## src/rtl/bk_add_operand_feeder_if.sv

```systemverilog
// Handshake bundle for bk_add_operand_feeder: the operand input channel,
// the interleaved adder side bus and the registered sum output channel.
// The feeder connects to the slave modport. The master modport is the view
// from the environment around it: the producer, the adder and the consumer.
interface bk_add_operand_feeder_if #(
    parameter int WIDTH = 12
);
    logic               in_valid;
    logic               in_ready;
    logic [WIDTH-1:0]   in_a;
    logic [WIDTH-1:0]   in_b;
    logic [2*WIDTH-1:0] add_in;
    logic [WIDTH:0]     add_out;
    logic               out_valid;
    logic               out_ready;
    logic [WIDTH:0]     out_sum;

    modport slave (
        input  in_valid, in_a, in_b, add_out, out_ready,
        output in_ready, add_in, out_valid, out_sum
    );

    modport master (
        output in_valid, in_a, in_b, add_out, out_ready,
        input  in_ready, add_in, out_valid, out_sum
    );
endinterface

```

## src/rtl/bk_add_operand_feeder.sv

```systemverilog
// Operand feeder around a combinational Brent-Kung adder.
// Operand pairs are buffered in a small FIFO. The head pair is presented
// to the adder in interleaved form, and the adder's sum is registered
// onto a valid/ready output.
// Optional statistics counters are included when BK_ADD_FEEDER_STATS_EN
// is defined.
module bk_add_operand_feeder #(
    parameter int WIDTH = 12,
    parameter int DEPTH = 2
) (
    input  logic                          clk,
    input  logic                          rst,
    bk_add_operand_feeder_if.slave        bus
`ifdef BK_ADD_FEEDER_STATS_EN
    ,
    output logic [15:0]                   result_count,
    output logic [15:0]                   carry_count
`endif
);
    localparam int PTR_W = (DEPTH > 1) ? $clog2(DEPTH) : 1;
    localparam int CNT_W = $clog2(DEPTH + 1);
    localparam logic [CNT_W-1:0] FULL_COUNT = CNT_W'(DEPTH);

    logic [WIDTH-1:0] memA_q [DEPTH];
    logic [WIDTH-1:0] memB_q [DEPTH];
    logic [PTR_W-1:0] wrPtr_q, wrPtr_d;
    logic [PTR_W-1:0] rdPtr_q, rdPtr_d;
    logic [CNT_W-1:0] count_q, count_d;
    logic             outValid_q, outValid_d;
    logic [WIDTH:0]   outSum_q, outSum_d;

    logic fifoFull;
    logic fifoEmpty;
    logic pushEn;
    logic popEn;
    logic slotFree;

    // Handshake decode. A full FIFO refuses input even if a pop is due this cycle.
    always_comb begin
        fifoFull  = (count_q == FULL_COUNT);
        fifoEmpty = (count_q == '0);
        bus.in_ready = !fifoFull && !rst;
        pushEn    = bus.in_valid && bus.in_ready;
        slotFree  = !outValid_q || bus.out_ready;
        popEn     = !fifoEmpty && slotFree;
    end

    // Interleave the registered head entry onto the adder bus. The bus reads zero when the FIFO is empty.
    always_comb begin
        bus.add_in = '0;
        if (!fifoEmpty) begin
            for (int i = 0; i < WIDTH; i++) begin
                bus.add_in[2*i]   = memA_q[rdPtr_q][i];
                bus.add_in[2*i+1] = memB_q[rdPtr_q][i];
            end
        end
    end

    // Next-state for pointers, occupancy and the result slot.
    always_comb begin
        wrPtr_d    = wrPtr_q;
        rdPtr_d    = rdPtr_q;
        count_d    = count_q;
        outValid_d = outValid_q;
        outSum_d   = outSum_q;
        if (pushEn) begin
            wrPtr_d = wrPtr_q + PTR_W'(1);
        end
        if (popEn) begin
            rdPtr_d = rdPtr_q + PTR_W'(1);
        end
        if (pushEn && !popEn) begin
            count_d = count_q + CNT_W'(1);
        end else if (!pushEn && popEn) begin
            count_d = count_q - CNT_W'(1);
        end
        if (slotFree) begin
            outValid_d = popEn;
            if (popEn) begin
                outSum_d = bus.add_out;
            end
        end
    end

    // Control state register. Reset discards buffered pairs and any held result.
    always_ff @(posedge clk) begin
        if (rst) begin
            wrPtr_q    <= '0;
            rdPtr_q    <= '0;
            count_q    <= '0;
            outValid_q <= 1'b0;
            outSum_q   <= '0;
        end else begin
            wrPtr_q    <= wrPtr_d;
            rdPtr_q    <= rdPtr_d;
            count_q    <= count_d;
            outValid_q <= outValid_d;
            outSum_q   <= outSum_d;
        end
    end

    // Operand storage. Data needs no reset because occupancy qualifies every read.
    always_ff @(posedge clk) begin
        if (pushEn) begin
            memA_q[wrPtr_q] <= bus.in_a;
            memB_q[wrPtr_q] <= bus.in_b;
        end
    end

    assign bus.out_valid = outValid_q;
    assign bus.out_sum   = outSum_q;

`ifdef BK_ADD_FEEDER_STATS_EN
    logic [15:0] resultCount_q;
    logic [15:0] carryCount_q;

    // Saturating counters of consumed results and of consumed results that carried out.
    always_ff @(posedge clk) begin
        if (rst) begin
            resultCount_q <= '0;
            carryCount_q  <= '0;
        end else if (outValid_q && bus.out_ready) begin
            if (resultCount_q != 16'hFFFF) begin
                resultCount_q <= resultCount_q + 16'd1;
            end
            if (outSum_q[WIDTH] && (carryCount_q != 16'hFFFF)) begin
                carryCount_q <= carryCount_q + 16'd1;
            end
        end
    end

    assign result_count = resultCount_q;
    assign carry_count  = carryCount_q;
`endif
endmodule

```

## src/flat_wrapper.sv

```systemverilog
// flat-port wrapper written by rule: the top's interface ports become plain ports
module bk_add_operand_feeder_flat 
#(
    parameter int WIDTH = 12,
    parameter int DEPTH = 2
)
  (clk, rst, bus_in_valid, bus_in_a, bus_in_b, bus_add_out, bus_out_ready, bus_in_ready, bus_add_in, bus_out_valid, bus_out_sum);
  bk_add_operand_feeder_if #(.WIDTH(WIDTH)) bus_i ();
  input  logic clk;
  input  logic rst;
  input wire logic [$bits(bus_i.in_valid)-1:0] bus_in_valid;
  input wire logic [$bits(bus_i.in_a)-1:0] bus_in_a;
  input wire logic [$bits(bus_i.in_b)-1:0] bus_in_b;
  input wire logic [$bits(bus_i.add_out)-1:0] bus_add_out;
  input wire logic [$bits(bus_i.out_ready)-1:0] bus_out_ready;
  output wire logic [$bits(bus_i.in_ready)-1:0] bus_in_ready;
  output wire logic [$bits(bus_i.add_in)-1:0] bus_add_in;
  output wire logic [$bits(bus_i.out_valid)-1:0] bus_out_valid;
  output wire logic [$bits(bus_i.out_sum)-1:0] bus_out_sum;
  assign bus_i.in_valid = bus_in_valid;
  assign bus_i.in_a = bus_in_a;
  assign bus_i.in_b = bus_in_b;
  assign bus_i.add_out = bus_add_out;
  assign bus_i.out_ready = bus_out_ready;
  assign bus_in_ready = bus_i.in_ready;
  assign bus_add_in = bus_i.add_in;
  assign bus_out_valid = bus_i.out_valid;
  assign bus_out_sum = bus_i.out_sum;
  bk_add_operand_feeder #(.WIDTH(WIDTH), .DEPTH(DEPTH)) u_core (.clk(clk), .rst(rst), .bus(bus_i));
endmodule
```

## config.mk

```make
export PLATFORM = sky130hd
export DESIGN_NAME = bk_add_operand_feeder_flat
export DESIGN_NICKNAME = d
export VERILOG_FILES = /design/src/rtl/bk_add_operand_feeder_if.sv /design/src/rtl/bk_add_operand_feeder.sv /design/src/flat_wrapper.sv
export SDC_FILE = /design/constraint.sdc
export NUM_CORES = 1
export LEC_CHECK = 0
export BUFFER_PORTS_ARGS = -buffer_cell sky130_fd_sc_hd__buf_4
export CORE_MARGIN = 10
export CORE_UTILIZATION = 45
export CTS_CLUSTER_SIZE = 12
export DETAILED_ROUTE_END_ITERATION = 16
export PLACE_DENSITY = 0.86
export SYNTH_ARGS = -nofsm -noshare
export SYNTH_HDL_FRONTEND = slang
export SYNTH_SLANG_ARGS = --single-unit
```

## constraint.sdc

```tcl
create_clock -name clk -period 2.35 [get_ports clk]
set_input_delay 0.1175 -clock clk [delete_from_list [all_inputs] [get_ports clk]]
set_output_delay 0.1175 -clock clk [all_outputs]
set_load 0.05 [all_outputs]
```

==> results of run 1 <==
-- per-stage QoR --
step,instances,setup slack (ns),utilization (%)
after CTS,374,0.446,66.8
after global routing,374,0.329,66.8
after detailed placement,334,0.478,58.6
after global placement,334,0.585,58.6
final,374,0.445,66.8
after floorplan,191,0.0790,-
-- power by group --
part / internal [mW] / switching (mW)
combinational: 0.674 / 1.50
clock: 0.595 / 0.399
sequential: 1.44 / 0.0772
-- worst max-delay path, cell delays in order, from the launching register on --
cell	delay, ns
dfxtp_1	0.44
or2_1	0.42
nand2_1	0.12
ha_1	0.35
or3_1	0.38
a21oi_1	0.14
-- area by class of cell --
class / instances / area, um^2
repair buffers: 108 / 871
multi-input cells: 111 / 686
fillers: 407 / 1830
clock buffers: 11 / 131
clock inverters: 5 / 77.6
flip-flops and latches: 67 / 1820
well taps: 72 / 90.1
-- routing by layer --
metal / GRT usage [%] / vias up / routed length [um]
li1: - / 900 / -
met1: 13.5 / 871 / 2250
met5: 0 / - / 0
met3: 3.22 / 8 / 336
met4: 7.37 / 0 / 95
met2: 24.4 / 55 / 3380
-- placed cells by master (no fill, tap or decap) --
cell type and instances:
clkbuf_1 2, clkinv_2 1, edfxtp_1 48, bufinv_16 2, xor2_1 2, nand2_1 1, or3_1 2, clkinv_4 1
dfxtp_1 19, or2_1 1, and2_1 1, nand2b_1 2, nor2_1 26, nor2b_2 1, nor2_2 1, mux2i_1 25
buf_4 84, nor3b_2 1, clkbuf_8 9, dlygate4sd3_1 24, ha_1 1, a21oi_1 17, and2b_1 1, clkinv_1 1
nor2b_1 1, nand3_1 13, o21ai_0 15
-- how the worst min path moves through the flow --
stage,from,to,slack [ns]
2_1_floorplan,bus_in_a[0],u_core.memA_q[0][0],0.22
3_3_place_gp,bus_in_b[6],u_core.memB_q[1][6],0.30
3_5_place_dp,bus_in_b[5],u_core.memB_q[1][5],0.31
4_1_cts,bus_add_out[4],u_core.bus.out_sum[4],0.05
5_1_grt,bus_add_out[11],u_core.bus.out_sum[11],0.04
6_report,bus_add_out[11],u_core.bus.out_sum[11],0.05
-- sequential cells by signal, summed over array words and instances, names as in the netlist, named ones only --
| register | count |
|---|---|
| u_core.wrPtr_q | 1 |
| u_core.bus.out_sum | 13 |
| u_core.memA_q | 24 |
| u_core.rdPtr_q | 1 |
| u_core.count_q | 2 |
| u_core.bus.out_valid | 1 |
| u_core.memB_q | 24 |
-- logic make-up after synthesis --
family          after synthesis  share of synthesized area (%)
compound gates               32                           6.24
xor+xnor                      2                          0.683
fa+ha+maj                     1                          0.487
buf+inv                      13                           2.49
flops                        67                           71.0
mux                          25                           9.75
simple gates                 51                           9.36
-- timing repair --
action                    in CTS  in global routing
resized for setup              0                  0
hold buffers                  24                  0
hold endpoints to repair      48                  0
==> flow_metrics.env, run 1 <==
export IMPL_cts_tree="done"
export IMPL_critPathLaunch="u_core.count_q[0]"
export IMPL_synth_most_common_cell="edfxtp_1"
export IMPL_regToRegSetupSlack_ns=0.45
export IMPL_via_count=1834
export IMPL_ys_types=22
export IMPL_core_area_mm2=0.00551
export IMPL_diodes=0
export IMPL_nets=339
export IMPL_grt_pass1_wl_um=9140
export IMPL_ys_seq_area_share_pct=71.0
export IMPL_cp_data_required_time_ns=2.62
export IMPL_cp_max_fo=14
export IMPL_hold_class="in2reg"
export IMPL_drv_cap=0
export IMPL_synthTopCellsByCount="48 x edfxtp_1, 27 x nor2_1, 25 x mux2i_1"
export IMPL_p_total_mw=4.69
export IMPL_worstRegToRegCells=5
export IMPL_drive_gt1_share_pct=33.1
export IMPL_ys_top_cells_by_area="edfxtp_1 56%, dfxtp_1 15%, mux2i_1 9.8%"
export IMPL_slew_violations=0
export IMPL_setup_tns_final_ns=0
export IMPL_synth_avg_cell_area_um2=13.4
export IMPL_fmax_ghz=0.525
export IMPL_wirelength_um=6060
export IMPL_grt_overflow_total=0
export IMPL_clock_sinks=67
export IMPL_synth_seq_cells=67
export IMPL_antenna_found_initial=0
export IMPL_power_density_mw_per_mm2=1270
export IMPL_synth_area_leader_cell="edfxtp_1"
export IMPL_p_leak_nw=1.45
export IMPL_finalHoldViolations=0
export IMPL_insertion_delay_ns=0.33
export IMPL_whs_ns=0.0545
export IMPL_fp_row_count=27
export IMPL_synth_area_mm2=0.00257
export IMPL_critical_path_endpoint="u_core.count_q[1]"
export IMPL_clk_pin_slew_ns=0.07
export IMPL_max_vdd_ir_drop_mv=0.615
export IMPL_synth_edff_count=48
export IMPL_skew_ns=0.00912
export IMPL_die_h_um=95.5
export IMPL_async_flop_share_pct=0
export IMPL_avgViaCountPerCell=4.90
export IMPL_ant_nets=0
export IMPL_r2r_start="u_core.count_q[0]"
export IMPL_end_kind="flip-flop"
export IMPL_die_w_um=95.5
export IMPL_drt_iter0_markers=68
export IMPL_place_congestion=0.756
export IMPL_grt_max_degree=25
export IMPL_yosys_warnings=0
export IMPL_setup_viol=0
export IMPL_crit_arrival_ns=2.17
export IMPL_hpwl_um=4180
export IMPL_cts_inserted_buffers=9
export IMPL_max_slew_margin_pct=66.9
export IMPL_h_tree_depth=3
export IMPL_io_pins=80
export IMPL_postLayoutCellArea_mm2=0.00368
export IMPL_grt_util_all_layers_pct=13.3
export IMPL_port_buffer_count=79
export IMPL_syn_num_nets=233
export IMPL_placed_cell_area_mm2=0.00323
export IMPL_synthFlopType="edfxtp_1"
export IMPL_crit_path_start_kind="flip-flop"
export IMPL_fin_crit_sh_pct=81.1
export IMPL_hold_depth=3
export IMPL_clk_path_buf_depth=2
export IMPL_worstSetupPathType="reg2reg"
export IMPL_post_cts_buffers=0
export IMPL_drtPass1Iterations=4
export IMPL_status="finished clean"
export IMPL_post_route_min_period_ns=1.90
export IMPL_cts_root_buffer="clkbuf_8"
export IMPL_r2r_end="u_core.count_q[1]"
export IMPL_start_util_pct=46.6
export IMPL_avgRoutedWirePerCell_um=16.2
export IMPL_netlist_area_leader_share_pct=56.2
export IMPL_grt_pass1_vias=1877
export IMPL_synth_cells=191
export IMPL_die_area_mm2=0.00912
export IMPL_worstMarginPinSlew_ns=0.496
export IMPL_area_growth_syn_to_layout_pct=43.3
export IMPL_route_detailed_drc=0
export IMPL_rsz0062_at_grt="no"
Power figures use the tool's default switching activity.
==> run 2: changes to the inputs <==
--- a/config.mk
+++ b/config.mk
@@ -5,12 +5,13 @@
 export SDC_FILE = /design/constraint.sdc
 export NUM_CORES = 1
 export LEC_CHECK = 0
+export ABC_AREA = 1
 export BUFFER_PORTS_ARGS = -buffer_cell sky130_fd_sc_hd__buf_4
 export CORE_MARGIN = 10
 export CORE_UTILIZATION = 45
 export CTS_CLUSTER_SIZE = 12
 export DETAILED_ROUTE_END_ITERATION = 16
-export PLACE_DENSITY = 0.86
+export PLACE_DENSITY = 0.84
 export SYNTH_ARGS = -nofsm -noshare
 export SYNTH_HDL_FRONTEND = slang
 export SYNTH_SLANG_ARGS = --single-unit
==> constraint.sdc (replaced) <==
create_clock -name clk -period 1.9 [get_ports clk]
set_input_delay 0.095 -clock clk [delete_from_list [all_inputs] [get_ports clk]]
set_output_delay 0.095 -clock clk [all_outputs]
set_load 0.05 [all_outputs]
==> run 2 against run 1 <==
Register-to-register slack worse by 0.03 ns. Synthesized cell count is 19% higher. Worst setup slack worse by 0.28 ns. Die area is 1.0% lower. Critical path depth stayed put. Wire length is 4.1% higher. Area after synthesis is 1.3% lower. Final cell count is 13% higher. First-iteration DRC count is 31% higher. Count of clock-buffer cells in the layout is 2 lower. Design area is 1.3% higher.
==> flow_metrics.env, run 2 <==
export IMPL_core_area_mm2=0.00547
export IMPL_cp_max_fo=15
export IMPL_grt_util_all_layers_pct=14.5
export IMPL_top_layer_used="met4"
export IMPL_postLayoutCellArea_mm2=0.00373
export IMPL_synth_seq_cells=67
export IMPL_max_vdd_ir_drop_mv=1.06
export IMPL_clk_path_buf_depth=2
export IMPL_cts_root_buffer="clkbuf_8"
export IMPL_synth_edff_count=48
export IMPL_async_flop_share_pct=0
export IMPL_placed_cell_area_mm2=0.00320
export IMPL_finalHoldViolations=0
export IMPL_cts_inserted_buffers=9
export IMPL_fp_row_count=27
export IMPL_die_h_um=95.0
export IMPL_start_util_pct=46.3
export IMPL_nFillCells=406
export IMPL_clock_sinks=67
export IMPL_post_route_min_period_ns=1.73
export IMPL_grt_pass1_vias=2085
export IMPL_fmax_ghz=0.578
export IMPL_worstMarginPinSlew_ns=0.332
export IMPL_clk_pin_slew_ns=0.07
export IMPL_avgRoutedWirePerCell_um=14.9
export IMPL_io_pins=80
export IMPL_cts_tree="done"
export IMPL_layout_commonest_cell="buf_4"
export IMPL_worstSetupPathType="reg2out"
export IMPL_finalCoreUtilization_pct=68.1
export IMPL_diodes=0
export IMPL_skew_ns=0.00789
export IMPL_max_slew_margin_pct=77.8
export IMPL_synth_avg_cell_area_um2=11.1
export IMPL_wirelength_um=6310
export IMPL_drv_cap=0
export IMPL_dr_wl_met2_um=3140
export IMPL_r2r_start="u_core.count_q[0]"
export IMPL_power_density_mw_per_mm2=1690
export IMPL_drtPass1Iterations=4
export IMPL_ys_top_cells_by_area="edfxtp_1 57%, dfxtp_1 15%, nand2_1 8.3%"
export IMPL_wl_met3_um=660
export IMPL_setup_tns_final_ns=0
export IMPL_route_detailed_drc=0
export IMPL_die_area_mm2=0.00903
export IMPL_layout_cells_most_common_list="85 x buf_4, 56 x nand2_1, 48 x edfxtp_1, 33 x dlygate4sd3_1, 31 x nor2_1"
export IMPL_end_kind="output port"
export IMPL_yosys_warnings=0
export IMPL_port_buffer_count=79
export IMPL_nets=389
export IMPL_synth_area_mm2=0.00253
export IMPL_synthTopCellsByCount="56 x nand2_1, 48 x edfxtp_1, 32 x nor2_1"
export IMPL_whs_ns=0.0161
export IMPL_place_congestion=0.781
export IMPL_grt_max_degree=26
export IMPL_synthFlopType="edfxtp_1"
export IMPL_h_tree_depth=3
export IMPL_r2r_end="u_core.memB_q[0][6]"
export IMPL_crit_path_start_kind="flip-flop"
export IMPL_via_count=2004
export IMPL_status="finished clean"
export IMPL_regToRegSetupSlack_ns=0.42
export IMPL_hold_path_endpoint="u_core.bus.out_sum[7]"
export IMPL_hold_class="in2reg"
export IMPL_grt_overflow_total=0
export IMPL_hold_depth=3
export IMPL_synth_most_common_cell="nand2_1"
export IMPL_place_inst=375
export IMPL_synth_area_leader_cell="edfxtp_1"
export IMPL_fin_cells=424
export IMPL_ys_seq_area_share_pct=71.9
export IMPL_min_from="bus_add_out[7]"
export IMPL_syn_num_nets=270
export IMPL_cp_data_required_time_ns=1.80
export IMPL_met1_length_um=2390
export IMPL_cts_resized=0
export IMPL_avgViaCountPerCell=4.73
export IMPL_area_growth_syn_to_layout_pct=47.1
export IMPL_rsz0062_at_grt="no"
export IMPL_grt_pass1_wl_um=9990
export IMPL_p_leak_nw=1.59
export IMPL_worstRegToRegCells=5
export IMPL_insertion_delay_ns=0.34
export IMPL_slew_violations=0
export IMPL_drt_iter0_markers=89
export IMPL_ant_nets=0
export IMPL_setup_viol=0
export IMPL_drive_gt1_share_pct=29.8
export IMPL_fin_crit_sh_pct=91.1
export IMPL_ys_types=18
export IMPL_antenna_found_initial=0
export IMPL_netlist_area_leader_share_pct=56.9
export IMPL_synth_cells=228
export IMPL_die_w_um=95.0
export IMPL_crit_arrival_ns=1.64
export IMPL_hpwl_um=3970
==> run 2: changes by cell type in the layout (fill, tap and decap cells not counted), sizes merged, moves of 6 or more <==
cell,change
nand2,+56
nor2,+6
dlygate4sd3,+9
inv,+14
nand3,-11
a21oi,+10
mux2i,-25
==> run 2: power by group <==
| group | switching, mW | internal (mW) | total (mW) | leakage [nW] |
|---|---|---|---|---|
| Sequential | 0.123 | 1.81 | 1.94 | 0.597 |
| Clock | 0.536 | 0.601 | 1.14 | 0.0966 |
| Combinational | 2.31 | 0.894 | 3.21 | 0.894 |
==> run 2: routing by layer <==
metal	track usage, %	up-vias
li1	-	1002
met1	15.1	907
met2	24.2	84
met3	6.83	11
met4	7.11	0
met5	0	-
==> run 2: what timing repair did <==
| action | in CTS | in global routing |
|---|---|---|
| endpoints found under the hold margin | 58 | 0 |
| setup buffers | 0 | 0 |
| endpoints found under the setup margin | 0 | 0 |
| hold buffers | 33 | 0 |
==> run 2: area by class of cell <==
cell class / instances / area [um^2] / area share [%]
clock buffers: 9 / 124 / 3.32
clock inverters: 7 / 68.8 / 1.85
inverters: 14 / 52.6 / 1.41
multi-input cells: 137 / 601 / 16.1
flip-flops and latches: 67 / 1820 / 48.9
well taps: 72 / 90.1 / 2.42
repair buffers: 118 / 968 / 26.0
==> run 2: per-stage QoR <==
step	power [mW]	setup slack (ns)
6_report	6.28	0.169
5_1_grt	6.63	0.0421
4_1_cts	6.31	0.196
3_5_place_dp	5.13	0.434
3_3_place_gp	5.07	0.488
2_1_floorplan	4.24	0.184
==> run 2: cell families after synthesis <==
| logic type | after synthesis | share of synthesized area [%] |
|---|---|---|
| adders and majority gates | 1 | 0.494 |
| AOI/OAI and AO/OA | 42 | 8.30 |
| DFF | 67 | 71.9 |
| buffers and inverters | 24 | 4.45 |
| and+or+nand+nor | 94 | 14.8 |
==> run 2: worst max-delay path by stage <==
| stage | from | endpoint | slack (ns) | cells past startpoint |
|---|---|---|---|---|
| 5_1_grt | flip-flop | bus_add_in[15] | 0.04 | 5 |
| 3_5_place_dp | u_core.count_q[0] | u_core.memB_q[0][5] | 0.43 | 5 |
| 2_1_floorplan | u_core.count_q[0] | u_core.memA_q[0][0] | 0.18 | 4 |
| 4_1_cts | flip-flop | bus_add_in[15] | 0.20 | 5 |
| 6_report | flip-flop | bus_add_in[19] | 0.17 | 5 |
| 3_3_place_gp | u_core.count_q[0] | u_core.memB_q[0][5] | 0.49 | 5 |
==> run 2: worst max-delay path, cell delays in order (launching register included) <==
cell and delay [ns]:
dfxtp_1 0.31, inv_1 0.23, buf_4 0.27, nand2_1 0.09
a21oi_1 0.17, buf_4 0.23
